`config.mk`:
```
export PLATFORM = sky130hd
export DESIGN_NAME = seg_scan_controller_flat
export DESIGN_NICKNAME = d
export VERILOG_FILES = /design/src/rtl/seg_scan_controller_if.sv /design/src/rtl/seg_scan_controller.sv /design/src/flat_wrapper.sv
export SDC_FILE = /design/constraint.sdc
export NUM_CORES = 1
export LEC_CHECK = 0
export ABC_AREA = 1
export ABC_CLOCK_PERIOD_IN_PS = 2500
export BUFFER_PORTS_ARGS = -buffer_cell sky130_fd_sc_hd__buf_2
export CAP_MARGIN = 25
export CORE_MARGIN = 2
export CORE_UTILIZATION = 42
export DETAILED_ROUTE_END_ITERATION = 12
export SYNTH_ARGS = -nofsm -noshare
export SYNTH_HDL_FRONTEND = slang
export SYNTH_SLANG_ARGS = --single-unit
```
`constraint.sdc`:
```
create_clock -name CLK -period 2.5 [get_ports CLK]
set_clock_uncertainty 0.05 [all_clocks]
set_input_delay 0.25 -clock CLK [delete_from_list [all_inputs] [get_ports CLK]]
set_output_delay 0.25 -clock CLK [all_outputs]
set_load 0.1 [all_outputs]
```
`src/rtl/seg_scan_controller_if.sv`:
```
// Display-update bus between the result path and the seven-segment scan controller.
interface seg_scan_controller_if #(
  parameter int unsigned DIGITS = 4
);
  logic [4*DIGITS-1:0] DIGIT_DATA;
  logic [DIGITS-1:0]   DIGIT_EN;
  logic [DIGITS-1:0]   DP_IN;
  logic                UPDATE;
  logic                PENDING;
  logic                UPDATE_ACK;

  modport master (
    output DIGIT_DATA, DIGIT_EN, DP_IN, UPDATE,
    input  PENDING, UPDATE_ACK
  );

  modport slave (
    input  DIGIT_DATA, DIGIT_EN, DP_IN, UPDATE,
    output PENDING, UPDATE_ACK
  );
endinterface

```
`src/rtl/seg_scan_controller.sv`:
```
// Time-multiplexed seven-segment scanner with per-digit dead time and
// frame-aligned latching of display updates.
module seg_scan_controller #(
  parameter int unsigned IN_FREQ      = 100_000_000,
  parameter int unsigned SCAN_FREQ    = 1000,
  parameter int unsigned GUARD_CYCLES = 4,
  parameter int unsigned DIGITS       = 4
) (
  input  logic              CLK,
  input  logic              RESET,
  seg_scan_controller_if.slave bus,
  output logic [DIGITS-1:0] AN,
  output logic [6:0]        SEG,
  output logic              DP
);

  localparam int unsigned TICK_COUNT = IN_FREQ / SCAN_FREQ;
  localparam int unsigned CNT_W      = (TICK_COUNT > 1) ? $clog2(TICK_COUNT) : 1;
  localparam int unsigned GRD_W      = $clog2(GUARD_CYCLES + 1);
  localparam int unsigned IDX_W      = (DIGITS > 1) ? $clog2(DIGITS) : 1;
  localparam int unsigned DATA_W     = 4 * DIGITS;

  typedef enum logic [1:0] {S_IDLE, S_GUARD, S_DRIVE} state_t;

  state_t             state_q, state_nx;
  logic [IDX_W-1:0]   idx_q, idx_nx;
  logic [GRD_W-1:0]   grd_q, grd_nx;
  logic [CNT_W-1:0]   cnt_q;
  logic               tick_c;
  logic               boundary_c;

  logic [DATA_W-1:0]  act_data_q, pend_data_q;
  logic [DIGITS-1:0]  act_en_q, pend_en_q;
  logic [DIGITS-1:0]  act_dp_q, pend_dp_q;
  logic               pending_q;
  logic               ack_q;

  logic [DIGITS-1:0]  an_c;
  logic [6:0]         seg_c;
  logic               dp_c;
  logic [3:0]         nib_c;

  function automatic logic [6:0] hex_to_seg(input logic [3:0] nib);
    logic [6:0] s;
    case (nib)
      4'h0: s = 7'b1000000;
      4'h1: s = 7'b1111001;
      4'h2: s = 7'b0100100;
      4'h3: s = 7'b0110000;
      4'h4: s = 7'b0011001;
      4'h5: s = 7'b0010010;
      4'h6: s = 7'b0000010;
      4'h7: s = 7'b1111000;
      4'h8: s = 7'b0000000;
      4'h9: s = 7'b0010000;
      4'hA: s = 7'b0001000;
      4'hB: s = 7'b0000011;
      4'hC: s = 7'b1000110;
      4'hD: s = 7'b0100001;
      4'hE: s = 7'b0000110;
      default: s = 7'b0001110;
    endcase
    return s;
  endfunction

  // Free-running scan prescaler
  always_ff @(posedge CLK or posedge RESET) begin
    if (RESET) begin
      cnt_q <= '0;
    end else if (cnt_q == CNT_W'(TICK_COUNT - 1)) begin
      cnt_q <= '0;
    end else begin
      cnt_q <= cnt_q + CNT_W'(1);
    end
  end

  assign tick_c = (cnt_q == CNT_W'(TICK_COUNT - 1));

  always_ff @(posedge CLK or posedge RESET) begin
    if (RESET) begin
      state_q <= S_IDLE;
      idx_q   <= '0;
      grd_q   <= '0;
    end else begin
      state_q <= state_nx;
      idx_q   <= idx_nx;
      grd_q   <= grd_nx;
    end
  end

  always_comb begin
    state_nx   = state_q;
    idx_nx     = idx_q;
    grd_nx     = grd_q;
    boundary_c = 1'b0;
    case (state_q)
      S_IDLE: begin
        if (tick_c) begin
          state_nx   = S_GUARD;
          idx_nx     = '0;
          grd_nx     = '0;
          boundary_c = 1'b1;
        end
      end
      S_GUARD: begin
        if (grd_q == GRD_W'(GUARD_CYCLES - 1)) begin
          state_nx = S_DRIVE;
        end else begin
          grd_nx = grd_q + GRD_W'(1);
        end
      end
      S_DRIVE: begin
        if (tick_c) begin
          state_nx = S_GUARD;
          grd_nx   = '0;
          if (idx_q == IDX_W'(DIGITS - 1)) begin
            idx_nx     = '0;
            boundary_c = 1'b1;
          end else begin
            idx_nx = idx_q + IDX_W'(1);
          end
        end
      end
      default: begin
        state_nx = S_IDLE;
        idx_nx   = '0;
        grd_nx   = '0;
      end
    endcase
  end

  // Pin drive derived from the current state; registered below
  always_comb begin
    an_c  = '1;
    seg_c = 7'h7F;
    dp_c  = 1'b1;
    nib_c = act_data_q[4*int'(idx_q) +: 4];
    if (state_q != S_IDLE) begin
      seg_c = hex_to_seg(nib_c);
      dp_c  = ~act_dp_q[idx_q];
    end
    if (state_q == S_DRIVE && act_en_q[idx_q]) begin
      an_c[idx_q] = 1'b0;
    end
  end

  always_ff @(posedge CLK or posedge RESET) begin
    if (RESET) begin
      AN  <= '1;
      SEG <= 7'h7F;
      DP  <= 1'b1;
    end else begin
      AN  <= an_c;
      SEG <= seg_c;
      DP  <= dp_c;
    end
  end

  // Update handshake: a strobe coinciding with the boundary bypasses pending
  always_ff @(posedge CLK or posedge RESET) begin
    if (RESET) begin
      act_data_q  <= '0;
      act_en_q    <= '0;
      act_dp_q    <= '0;
      pend_data_q <= '0;
      pend_en_q   <= '0;
      pend_dp_q   <= '0;
      pending_q   <= 1'b0;
      ack_q       <= 1'b0;
    end else begin
      ack_q <= 1'b0;
      if (boundary_c && bus.UPDATE) begin
        act_data_q <= bus.DIGIT_DATA;
        act_en_q   <= bus.DIGIT_EN;
        act_dp_q   <= bus.DP_IN;
        pending_q  <= 1'b0;
        ack_q      <= 1'b1;
      end else if (boundary_c && pending_q) begin
        act_data_q <= pend_data_q;
        act_en_q   <= pend_en_q;
        act_dp_q   <= pend_dp_q;
        pending_q  <= 1'b0;
        ack_q      <= 1'b1;
      end else if (bus.UPDATE) begin
        pend_data_q <= bus.DIGIT_DATA;
        pend_en_q   <= bus.DIGIT_EN;
        pend_dp_q   <= bus.DP_IN;
        pending_q   <= 1'b1;
      end
    end
  end

  assign bus.PENDING    = pending_q;
  assign bus.UPDATE_ACK = ack_q;

endmodule
```
`src/flat_wrapper.sv`:
```
// flat-port wrapper written by rule: the top's interface ports become plain ports
module seg_scan_controller_flat 
#(
  parameter int unsigned IN_FREQ      = 100_000_000,
  parameter int unsigned SCAN_FREQ    = 1000,
  parameter int unsigned GUARD_CYCLES = 4,
  parameter int unsigned DIGITS       = 4
)
  (CLK, RESET, AN, SEG, DP, bus_DIGIT_DATA, bus_DIGIT_EN, bus_DP_IN, bus_UPDATE, bus_PENDING, bus_UPDATE_ACK);
  seg_scan_controller_if #(.DIGITS(DIGITS)) bus_i ();
  input  logic CLK;
  input  logic RESET;
  output logic [DIGITS-1:0] AN;
  output logic [6:0] SEG;
  output logic DP;
  input wire logic [$bits(bus_i.DIGIT_DATA)-1:0] bus_DIGIT_DATA;
  input wire logic [$bits(bus_i.DIGIT_EN)-1:0] bus_DIGIT_EN;
  input wire logic [$bits(bus_i.DP_IN)-1:0] bus_DP_IN;
  input wire logic [$bits(bus_i.UPDATE)-1:0] bus_UPDATE;
  output wire logic [$bits(bus_i.PENDING)-1:0] bus_PENDING;
  output wire logic [$bits(bus_i.UPDATE_ACK)-1:0] bus_UPDATE_ACK;
  assign bus_i.DIGIT_DATA = bus_DIGIT_DATA;
  assign bus_i.DIGIT_EN = bus_DIGIT_EN;
  assign bus_i.DP_IN = bus_DP_IN;
  assign bus_i.UPDATE = bus_UPDATE;
  assign bus_PENDING = bus_i.PENDING;
  assign bus_UPDATE_ACK = bus_i.UPDATE_ACK;
  seg_scan_controller #(.IN_FREQ(IN_FREQ), .SCAN_FREQ(SCAN_FREQ), .GUARD_CYCLES(GUARD_CYCLES), .DIGITS(DIGITS)) u_core (.CLK(CLK), .RESET(RESET), .bus(bus_i), .AN(AN), .SEG(SEG), .DP(DP));
endmodule
```
== After elaboration in Yosys (flattened, before gate mapping) ==
Memory sizes are Yosys's and may differ from the RTL's.
Index checks and enable logic that the tools add are counted.

* Output and inout bits: 14
* ROM bits: 112
* Latch bits: 0
* Memories: 1
* Memory bits (writable): 0
* Input bits: 27
* Bits in registers: 86

{| class="wikitable"
|+ Memories
! name !! depth !! bits a word !! read ports !! clocked after memory_dff !! write ports !! line !! RTL
|-
| (no name shown) || 16 || 7 || 1 || 0 || 0 || seg_scan_controller.sv:45 || <nowiki>case (nib)</nowiki>
|}

* Reduce and logical (&&, ||, !) cells: 13
* Multiplexer cells: 35
* $add $sub $neg: 3
* Equality and inequality tests: 10
* $mul: 0
* Order comparisons: 2
* Bitwise operators: 5
* Shift-type cells: 1
* Div/mod/pow operators: 0

{| class="wikitable"
|+ Operator list
! cell !! number
|-
| $mux W16 || 2
|-
| $mux W4 || 5
|-
| $add A17 B1 Y17 const B || 1
|-
| $eq A17 B17 Y1 const B || 1
|-
| $mux W17 || 1
|-
| $shiftx A16 B5 Y4 || 1
|-
| $mux W1 || 12
|-
| $mux W2 || 5
|-
| $ne A2 B1 Y1 const B || 4
|-
| $mux W7 || 1
|-
| $mux W3 || 2
|-
| $pmux W2 S3 || 1
|-
| $pmux W3 S2 || 1
|-
| $reduce_and A3 Y1 || 2
|-
| $bmux W1 S2 || 2
|-
| $eq A2 B2 Y1 const B || 2
|-
| $logic_and A1 B1 Y1 || 4
|-
| $not A1 Y1 || 4
|-
| $not A4 Y4 || 1
|-
| $pmux W2 S2 || 1
|-
| $reduce_and A2 Y1 || 2
|-
| $reduce_bool A2 Y1 || 2
|-
| $add A3 B1 Y3 const B || 1
|-
| $eq A3 B2 Y1 const B || 1
|-
| other kinds (10) || 10
|}

== Longest topological paths before layout ==
Gate-level depths: netlist (run 1).

* Depth in word-level cells: 7
* Gate-level depth with buffers: 11
* Gate-level depth less buffers: 10

== Worst setup path after synthesis (run 1) ==
No wires, ideal clock.

* Path type: reg2reg
* From: register u_core.pending_q (netlist: u_core.bus.PENDING)
* To: register u_core.act_data_q[14]
* Data arrival time: 1.611 ns
* Path buffers: 2
* Cell stages (with the launch flop): 8
* Slack: 0.722 ns
* Clock period less this slack: 1.778 ns
* Data required time: 2.334 ns
* Cells stage by stage: dfrtp_1 -> nor2_1 -> inv_1 -> nand4_2 -> buf_2 -> buf_6 -> nand2_1 -> nand2_1

* Longest elaborated chain between the ends: 2

{| class="wikitable"
|+ Ends and longest elaborated chain
! what !! line !! RTL
|-
| start: declaration || seg_scan_controller.sv:35 || <nowiki>logic pending_q;</nowiki>
|-
| start signal: assignment || seg_scan_controller.sv:168 || <nowiki>pending_q <= 1'b0;</nowiki>
|-
| start signal: assignment || seg_scan_controller.sv:176 || <nowiki>pending_q <= 1'b0;</nowiki>
|-
| start signal: assignment || seg_scan_controller.sv:182 || <nowiki>pending_q <= 1'b0;</nowiki>
|-
| $logic_and A1 B1 Y1 || seg_scan_controller.sv:178 || <nowiki>end else if (boundary_c && pending_q) begin</nowiki>
|-
| $reduce_bool A2 Y1 (no line) || -- ||
|-
| end signal: assignment || seg_scan_controller.sv:173 || <nowiki>act_data_q <= bus.DIGIT_DATA;</nowiki>
|-
| end signal: assignment || seg_scan_controller.sv:179 || <nowiki>act_data_q <= pend_data_q;</nowiki>
|-
| end: declaration || seg_scan_controller.sv:32 || <nowiki>logic [DATA_W-1:0] act_data_q, pend_data_q;</nowiki>
|}

Every way passes these cells.
A chain may end at the register's enable or synchronous reset.

== Final worst setup path (run 1) ==
* From: register u_core.idx_q[0]
* To: register u_core.SEG[0]

* Longest elaborated chain between the ends: 3

{| class="wikitable"
|+ Ends and longest elaborated chain
! what !! line !! RTL
|-
| start: declaration || seg_scan_controller.sv:26 || <nowiki>logic [IDX_W-1:0] idx_q, idx_nx;</nowiki>
|-
| start signal: assignment || seg_scan_controller.sv:86 || <nowiki>idx_q <= idx_nx;</nowiki>
|-
| $shiftx A16 B5 Y4 || seg_scan_controller.sv:137 || <nowiki>nib_c = act_data_q[4*int'(idx_q) +: 4];</nowiki>
|-
| $mem_v2 Z16 W7 || -- ||
|-
| $mux W7 || seg_scan_controller.sv:138 || <nowiki>if (state_q != S_IDLE) begin</nowiki>
|-
| net u_core.seg_c[0] || seg_scan_controller.sv:39 || <nowiki>logic [6:0] seg_c;</nowiki>
|-
| end signal: assignment || seg_scan_controller.sv:154 || <nowiki>SEG <= seg_c;</nowiki>
|-
| end: declaration || seg_scan_controller.sv:13 || <nowiki>output logic [6:0] SEG,</nowiki>
|}

The timed path passes the listed nets, and every way through them passes these cells.

==> summary.md, run 1 <==
| Metric | Value |
|---|---|
| Area contributors post-synth | dfrtp_1 (43%), nand2_1 (19%), dfstp_2 (7.2%), nor2_1 (6.5%), inv_1 (5.6%) |
| Status | complete, no violations |
| Placer Congestion | 0.8287 |
| Place WS | roughly 0.36 ns |
| Row count | 37 |
| DR vias/cell | 4.743 |
| Flop2flop setup slack | 0.34 ns |
| Final setup margin | 0.3447 ns |
| Post-synth top area cell | dfrtp_1 |
| Num CTS Buffers | 9 |
| Die Area | 0.01120 mm^2 |
| Placed Area | 0.004690 mm^2 |
| Period Utilization, post-route | around 86% |
| R2R depth | 9 |
| Kind of critical path | flip-flop to flip-flop |
| Final Net Count | 650 |
| Switching share of power | a little under a quarter |
| Psw | slightly above 0.6 mW |
| Setup violators final | 0 |
| Biggest cell delay along the critical path | 0.55 ns |
| CP arrival | 2.38 ns |
| I/O Buffers | 40 |
| Starting DRT DRC Count | approximately 230 |
| FMAX | 464.0 MHz |
| Antenna violations before repair | 0 |
| Ys async rst share | 100.0% |
| Most frequent cells in the layout | nand2_1 (217), nor2_1 (75), dfrtp_1 (74) |
| CTS tree | yes |
| CORE AREA | 0.01018 mm^2 |
| Initial Utilization | between 40% and 50% |
| Post-CTS resize count | 0 |
| Hold Vio Cnt, Final | 0 |
| Vias post-DR | 3562 |
| Post-synthesis adder-cell area fraction | 3.735% |
| DR pass1 iterations | 4 |
| Avg Synthesized Cell Area | 7.601 um^2 |
| Mux share of post-synthesis cell area | 0% |
| Leakage power | 2.730 nW |
| Max_cap viols | 0 |
| Antenna diodes | 0 |
| Simple-gate share of the synthesized area | around a third |
| Reg power frac | a little over half |
| Synthesized instance count | around 570 |
| Synth Net Count | 613 |
| Die Wd | approximately 110 um |
| Synth Area in Compound Gates | 4.912% |
| Distinct cells, synth | 31 |
| Clk_lat worst skew | 0.35 ns |
| Synth Register Bits | 86 |
| Post-synthesis sequential area ratio | 49.76% |
| H-tree depth | 3 |
| Commonest non-fill, non-tap cell in the layout | nand2_1 |
| Synth warnings | 0 |
| GRT Residual Overflow | 0 |
| Critical path required time | about 2.7 ns |
| Post-detail-place hpwl | 6311 um |
| Peak supply drop | ~0.32 mV |
| CTS clk-pin slew, worst paths | 0.09 ns |
| Synthesized area | 0.004355 mm^2 |
| Worst setup SP type | flip-flop |
| Final instance area | 0.004912 mm^2 |
| Power per cell area | 538.9 mW/mm^2 |
| Int Power | between 2 and 2.5 mW |
| Tightest Hold Check Type | primary input to flip-flop |
| Tot GR Track Use | between 15 and 20% |
| Largest family of logic cells by synthesized area | simple AND/OR/NAND/NOR gates |
| Setup_tns | 0 ns |
| Core Util, Final | 48.23% |
| Synthesis-to-finish area growth | 12.78% |
| Most used cell, CP | nand2_1 |
| Number of flops mapped to enable cells by yosys | 0 |
| Slew of the pin with the lowest slew margin | 0.7724 ns |
| Share of cells above drive strength 1 | a little over an eighth |
| Max-slew violations | 0 |
| Clock tree buffer depth | 2 |
| Critical Path Fanout Max | 17 |
| CP cell instances | inv_1 > nand2_1 > nand3_1 > nand2_1 > inv_1 > ha_1 > nand2_1 > and3_1 > o21ai_0 |
| I/O pins | between 40 and 50 |
| Routed Antenna Nets | 0 |
| DRC violations left | 0 |
| Hold path depth | 3 |
| Pin count of the biggest net entering global routing | 50 |
| Xor-xnor portion of the synthesized cell area | 0.8044% |
| First-pass GRT wire length | 15950 um |
| Worst rel slew slack | 48.45% |
| WL per Instance | 12.26 um |
| CP max stage cell | dfrtp_1 |
| Die Y | 105.8 um |
| Clock power frac | 39.7% |
| Share of the synthesized area in the top cell type | between 40% and 50% |
| Crit end category | flip-flop |
| Sink Count | 86 |
| Main flop type after synthesis | dfrtp_1 |
| CTS Root Cell | clkbuf_8 |
| Final worst path period need | 2.155 ns |
| Via count of the first global-routing pass | around 3400 |
| DRT Wirelength | 9207 um |
| RSZ-0062 raised after global routing | no |
| Combinational power share | 5.8% |
metal layers:
| metal | vias up | part of all wire [%] | global-route usage, % |
|---|---|---|---|
| met5 | - | 0 | 0 |
| li1 | 1835 | - | - |
| met2 | 63 | 44 | 26.82 |
| met1 | 1647 | 50 | 25.16 |
| met4 | 0 | 2.5 | 7.989 |
| met3 | 17 | 3.4 | 2.783 |
area by class of cell:
type / instances / area [um^2]
clock buffers: 9 / 123.9
clock inverters: 7 / 88.84
fillers: 1063 / 5273
inverters: 66 / 251.5
multi-input cells: 401 / 1838
flip-flops and latches: 86 / 2167
well taps: 136 / 170.2
repair buffers: 46 / 272.8
state kept, by name (all words and copies together) (netlist names):
register,flops
u_core.act_dp_q,4
u_core.bus.PENDING,1
u_core.SEG,7
u_core.AN,4
u_core.state_q,2
u_core.idx_q,2
u_core.act_data_q,16
u_core.bus.UPDATE_ACK,1
u_core.pend_data_q,16
u_core.pend_dp_q,4
u_core.cnt_q,17
u_core.pend_en_q,4
u_core.DP,1
u_core.grd_q,3
u_core.act_en_q,4
what timing repair did:
action / in CTS / in global routing
hold buffers: 1 / 0
hold endpoints to repair: 17 / 0
setup buffers: 0 / 0
critical path: cells and delay by family (launching register included):
kind,cells,cell delay (ns)
AOI/OAI and AO/OA,1,0.16
adders and majority gates,1,0.20
buffers and inverters,2,0.50
DFF,1,0.55
and+or+nand+nor,5,0.64
cells by family after synthesis:
logic type,count (synthesis)
AO/OA/AOI/OAI,39
buffers and inverters,86
flip-flops,86
adder cells (fa/ha/maj),13
XOR/XNOR,4
AND/OR/NAND/NOR,345
metrics by stage:
step,std cells,total power [mW],hold slack [ns]
after detailed placement,734,1.625,0.3463
after global placement,734,1.622,0.3381
after global routing,751,2.775,0.08629
after floorplan,573,1.569,0.3445
after CTS,751,2.692,0.07077
final,751,2.647,0.08288
synth_stat cells, types with 2 or more instances:
cell / number
buf_4: 2
dfstp_2: 12
nand3_2: 2
inv_1: 65
a31oi_1: 3
dfrtp_1: 74
o21ai_0: 23
buf_2: 10
a21oi_1: 5
ha_1: 13
xor2_1: 4
o211ai_1: 3
clkbuf_1: 5
buf_1: 2
nand4_2: 2
nand3_1: 39
nand4_1: 4
o22ai_1: 2
nand2_1: 217
nor2_1: 75
worst paths after layout:
path	from	end
max in group asynchronous	RESET	u_core.cnt_q[6]$_DFF_PP0_
min reg2reg	u_core.cnt_q[0]$_DFF_PP0_	u_core.cnt_q[0]$_DFF_PP0_
max	u_core.idx_q[0]$_DFFE_PP0P_	u_core.SEG[0]$_DFF_PP1_
min in group asynchronous	RESET	u_core.pend_data_q[14]$_DFFE_PP0P_
max reg2reg	u_core.idx_q[0]$_DFFE_PP0P_	u_core.SEG[0]$_DFF_PP1_
min	bus_DIGIT_DATA[8]	u_core.pend_data_q[8]$_DFFE_PP0P_
power groups by stage:
| stage | Clock, mW | Combinational [mW] | Sequential, mW |
|---|---|---|---|
| floorplan | 0 | 0.104 | 1.47 |
| global placement | 0 | 0.154 | 1.47 |
| detailed placement | 0 | 0.156 | 1.47 |
| CTS | 1.09 | 0.158 | 1.44 |
| global route | 1.15 | 0.181 | 1.45 |
| finish | 1.05 | 0.153 | 1.44 |
Power figures use the tool's default switching activity.
==> inputs of run 2 (changes only) <==
ABC_AREA = not set   (was 1)
==> run 2 against run 1 <==
Global-route usage shrank 0.78 points. Synthesized area fell by 0.26%. Critical path depth is 2 lower. Wire length down 5.2%. Count of clock-buffer cells in the layout up 2. Largest cell class unchanged. Clock power rose by 12%. Largest power group unchanged. Register-to-register slack got worse by 0.13 ns. Synthesized cell count fell by 28%. Die area is 0.25% lower. First-iteration DRC count is 28% lower. Via count decreased by 14%. Sequential share of layout area fell by 0.50 points.
==> summary.md, run 2 <==
| Metric | Value |
|---|---|
| Status | complete, no violations |
| Tightest Hold Check Type | primary input to flip-flop |
| Critical Path Fanout Max | 24 |
| Pwr Total | 2.892 mW |
| Max-slew violations | 0 |
| GRT Residual Overflow | 0 |
| Clk_lat worst skew | 0.35 ns |
| I/O Buffers | 40 |
| R2R depth | 7 |
| Placer Congestion | 0.7865 |
| Hold EP | u_core.pend_data_q[4]$_DFFE_PP0P_ |
| Die Y | around 110 um |
| RSZ-0062 raised after global routing | no |
| DRT Wirelength | between 8000 and 9000 um |
| Area contributors post-synth | dfrtp_1 (43%), dfstp_2 (7.3%), nor2_1 (6.6%), mux2_2 (6.2%), ha_1 (3.7%) |
| Commonest non-fill, non-tap cell in the layout | nor2_1 |
| Post-synthesis sequential area ratio | 49.88% |
| Share of cells above drive strength 1 | between 20% and 30% |
| DRC violations left | 0 |
| Tot GR Track Use | 16.96% |
| Largest register FFs | 17 |
| CTS Root Cell | clkbuf_8 |
| H-tree depth | 3 |
| Hold path depth | 2 |
| Number of flops mapped to enable cells by yosys | 0 |
| Slew of the pin with the lowest slew margin | 0.5264 ns |
| Top cells by instance count after synthesis | nor2_1 (76), dfrtp_1 (74), mux2_2 (24) |
| Hold Vio Cnt, Final | 0 |
| Core Util, Final | 48.78% |
| DR pass1 iterations | 4 |
| Placed Area | about 0.0047 mm^2 |
| CP arrival | 2.47 ns |
| Final Net Count | 495 |
| Fillers | ~960 |
| Most frequent cells in the layout | nor2_1 (76), dfrtp_1 (74), buf_2 (40) |
| Final worst path period need | 2.282 ns |
| Ys async rst share | 100.0% |
| Synth Net Count | 455 |
| Main flop type after synthesis | dfrtp_1 |
| Distinct cells, synth | 45 |
| I/O pins | ~40 |
| Crit end category | flip-flop |
| Antenna diodes | 0 |
| Initial Utilization | a little over two fifths |
| Hold Worst Slack | 0.08744 ns |
| Die Wd | 105.7 um |
| Final instance area | 0.004969 mm^2 |
| Leakage power | 2.152 nW |
| Routed Antenna Nets | 0 |
| DR vias/cell | 5.156 |
| FMAX | 438.1 MHz |
| Avg Synthesized Cell Area | around 10 um^2 |
| Pin count of the biggest net entering global routing | 51 |
| Post-detail-place hpwl | 6108 um |
| Die Area | 0.01117 mm^2 |
| Kind of critical path | flip-flop to flip-flop |
| Starting DRT DRC Count | 164 |
| Biggest register | u_core.cnt_q |
| Critical path required time | 2.68 ns |
| WL per Instance | 14.64 um |
| Post-synth top area cell | dfrtp_1 |
| Peak supply drop | between 0.3 and 0.4 mV |
| Hold_sp | bus_DIGIT_DATA[4] |
| Row count | 37 |
| Antenna violations before repair | 0 |
| Synth warnings | 0 |
| Synthesis-to-finish area growth | 14.37% |
| Clock tree buffer depth | 2 |
| Vias post-DR | 3073 |
| Share of the synthesized area in the top cell type | 42.63% |
| Worst rel slew slack | 64.64% |
| First-pass GRT wire length | 15150 um |
| Synthesized area | 0.004344 mm^2 |
| Largest registers | u_core.cnt_q: 17 flops, u_core.act_data_q: 16 flops, u_core.pend_data_q: 16 flops |
| Reg-to-reg startpoint | u_core.cnt_q[0]$_DFF_PP0_ |
| Flop2flop setup slack | 0.22 ns |
| Worst setup SP type | flip-flop |
| Setup_tns | 0 ns |
| Setup violators final | 0 |
| Count leader, synth | nor2_1 |
| Period Utilization, post-route | between 90% and 100% |
| Synthesized instance count | 415 |
| CTS tree | yes |
| CORE AREA | 0.01018 mm^2 |
| Num CTS Buffers | 9 |
| Reg2reg end | u_core.pend_data_q[15]$_DFFE_PP0P_ |
| Via count of the first global-routing pass | 3071 |
| Max_cap viols | 0 |
| Synth Register Bits | between 80 and 90 |
| CTS clk-pin slew, worst paths | 0.08 ns |
| Power per cell area | 582.1 mW/mm^2 |
| Sink Count | 86 |
-- run 2: changes by cell type in the layout (fill, tap and decap cells not counted), sizes merged, moves of 12 or more --
cell   previous run  this run
nand2           218        24
inv              65        10
nand3            42        10
mux2              0        26
nor2b             0        18
o21ai            24         7
nor3              0        16
a31oi             3        17
o22ai             2        14
-- run 2: cell type report --
type | count | area [um^2] | area share [%]
sequential | 86 | 2167 | 43.62
multi-input combinational | 293 | 2002 | 40.29
inverter | 11 | 45.04 | 0.9066
clock buffer | 11 | 141.4 | 2.846
clock inverter | 5 | 106.4 | 2.141
timing repair buffer | 54 | 336.6 | 6.774
tap | 136 | 170.2 | 3.425
-- run 2: timing repair --
item,in CTS,in global routing
setup buffers,0,0
resized for setup,0,1
hold buffers,1,0
hold endpoints to repair,6,0
endpoints found under the setup margin,0,1
-- run 2: per-stage QoR --
stage          std cells  setup WS (ns)
2_1_floorplan        415         0.4616
4_1_cts              596         0.1569
5_1_grt              596        0.02201
3_5_place_dp         579         0.2049
3_3_place_gp         579         0.2497
6_report             596         0.2176
-- run 2: critical path, stage by stage, from the launching register on --
cell,delay [ns]
dfrtp_1,0.40
ha_1,0.24
nand4_1,0.22
nor4b_2,0.37
nand2_1,0.21
nand2_2,0.14
buf_12,0.19
mux2_2,0.35
-- run 2: logic make-up after synthesis --
kind of cell             count (synthesis)  synth area share [%]
AND/OR/NAND/NOR                        172                 19.93
flip-flops                              86                 49.88
XOR/XNOR                                16                 3.226
multiplexers                            34                 10.31
buffers and inverters                   36                 4.032
adder cells (fa/ha/maj)                 13                 3.744
AO/OA/AOI/OAI                           58                 8.871
-- run 2: worst max-delay path by stage --
stage                                   start                                  to  cells after the start
2_1_floorplan  u_core.bus.PENDING$_DFFE_PP0P_   u_core.act_data_q[14]$_DFFE_PP0P_                      5
4_1_cts             u_core.cnt_q[0]$_DFF_PP0_   u_core.act_data_q[10]$_DFFE_PP0P_                      8
3_5_place_dp        u_core.cnt_q[0]$_DFF_PP0_   u_core.act_data_q[10]$_DFFE_PP0P_                      8
5_1_grt             u_core.cnt_q[0]$_DFF_PP0_   u_core.act_data_q[12]$_DFFE_PP0P_                      8
6_report            u_core.cnt_q[0]$_DFF_PP0_  u_core.pend_data_q[15]$_DFFE_PP0P_                      7
3_3_place_gp        u_core.cnt_q[0]$_DFF_PP0_     u_core.pend_dp_q[3]$_DFFE_PP0P_                      7
-- run 2: metal layers --
layer  global-route usage, %  vias up  share of wire [%]
met5                       0        -                  0
met4                   5.169        0                1.3
met3                   3.216       10                2.8
met2                   26.50       50                 47
met1                   24.05     1486                 49
li1                        -     1527                  -
-- run 2: power by group --
group / internal (mW) / switching (mW)
combinational: 0.106 / 0.119
sequential: 1.45 / 0.0385
clock: 0.693 / 0.487
total: 2.25 / 0.645
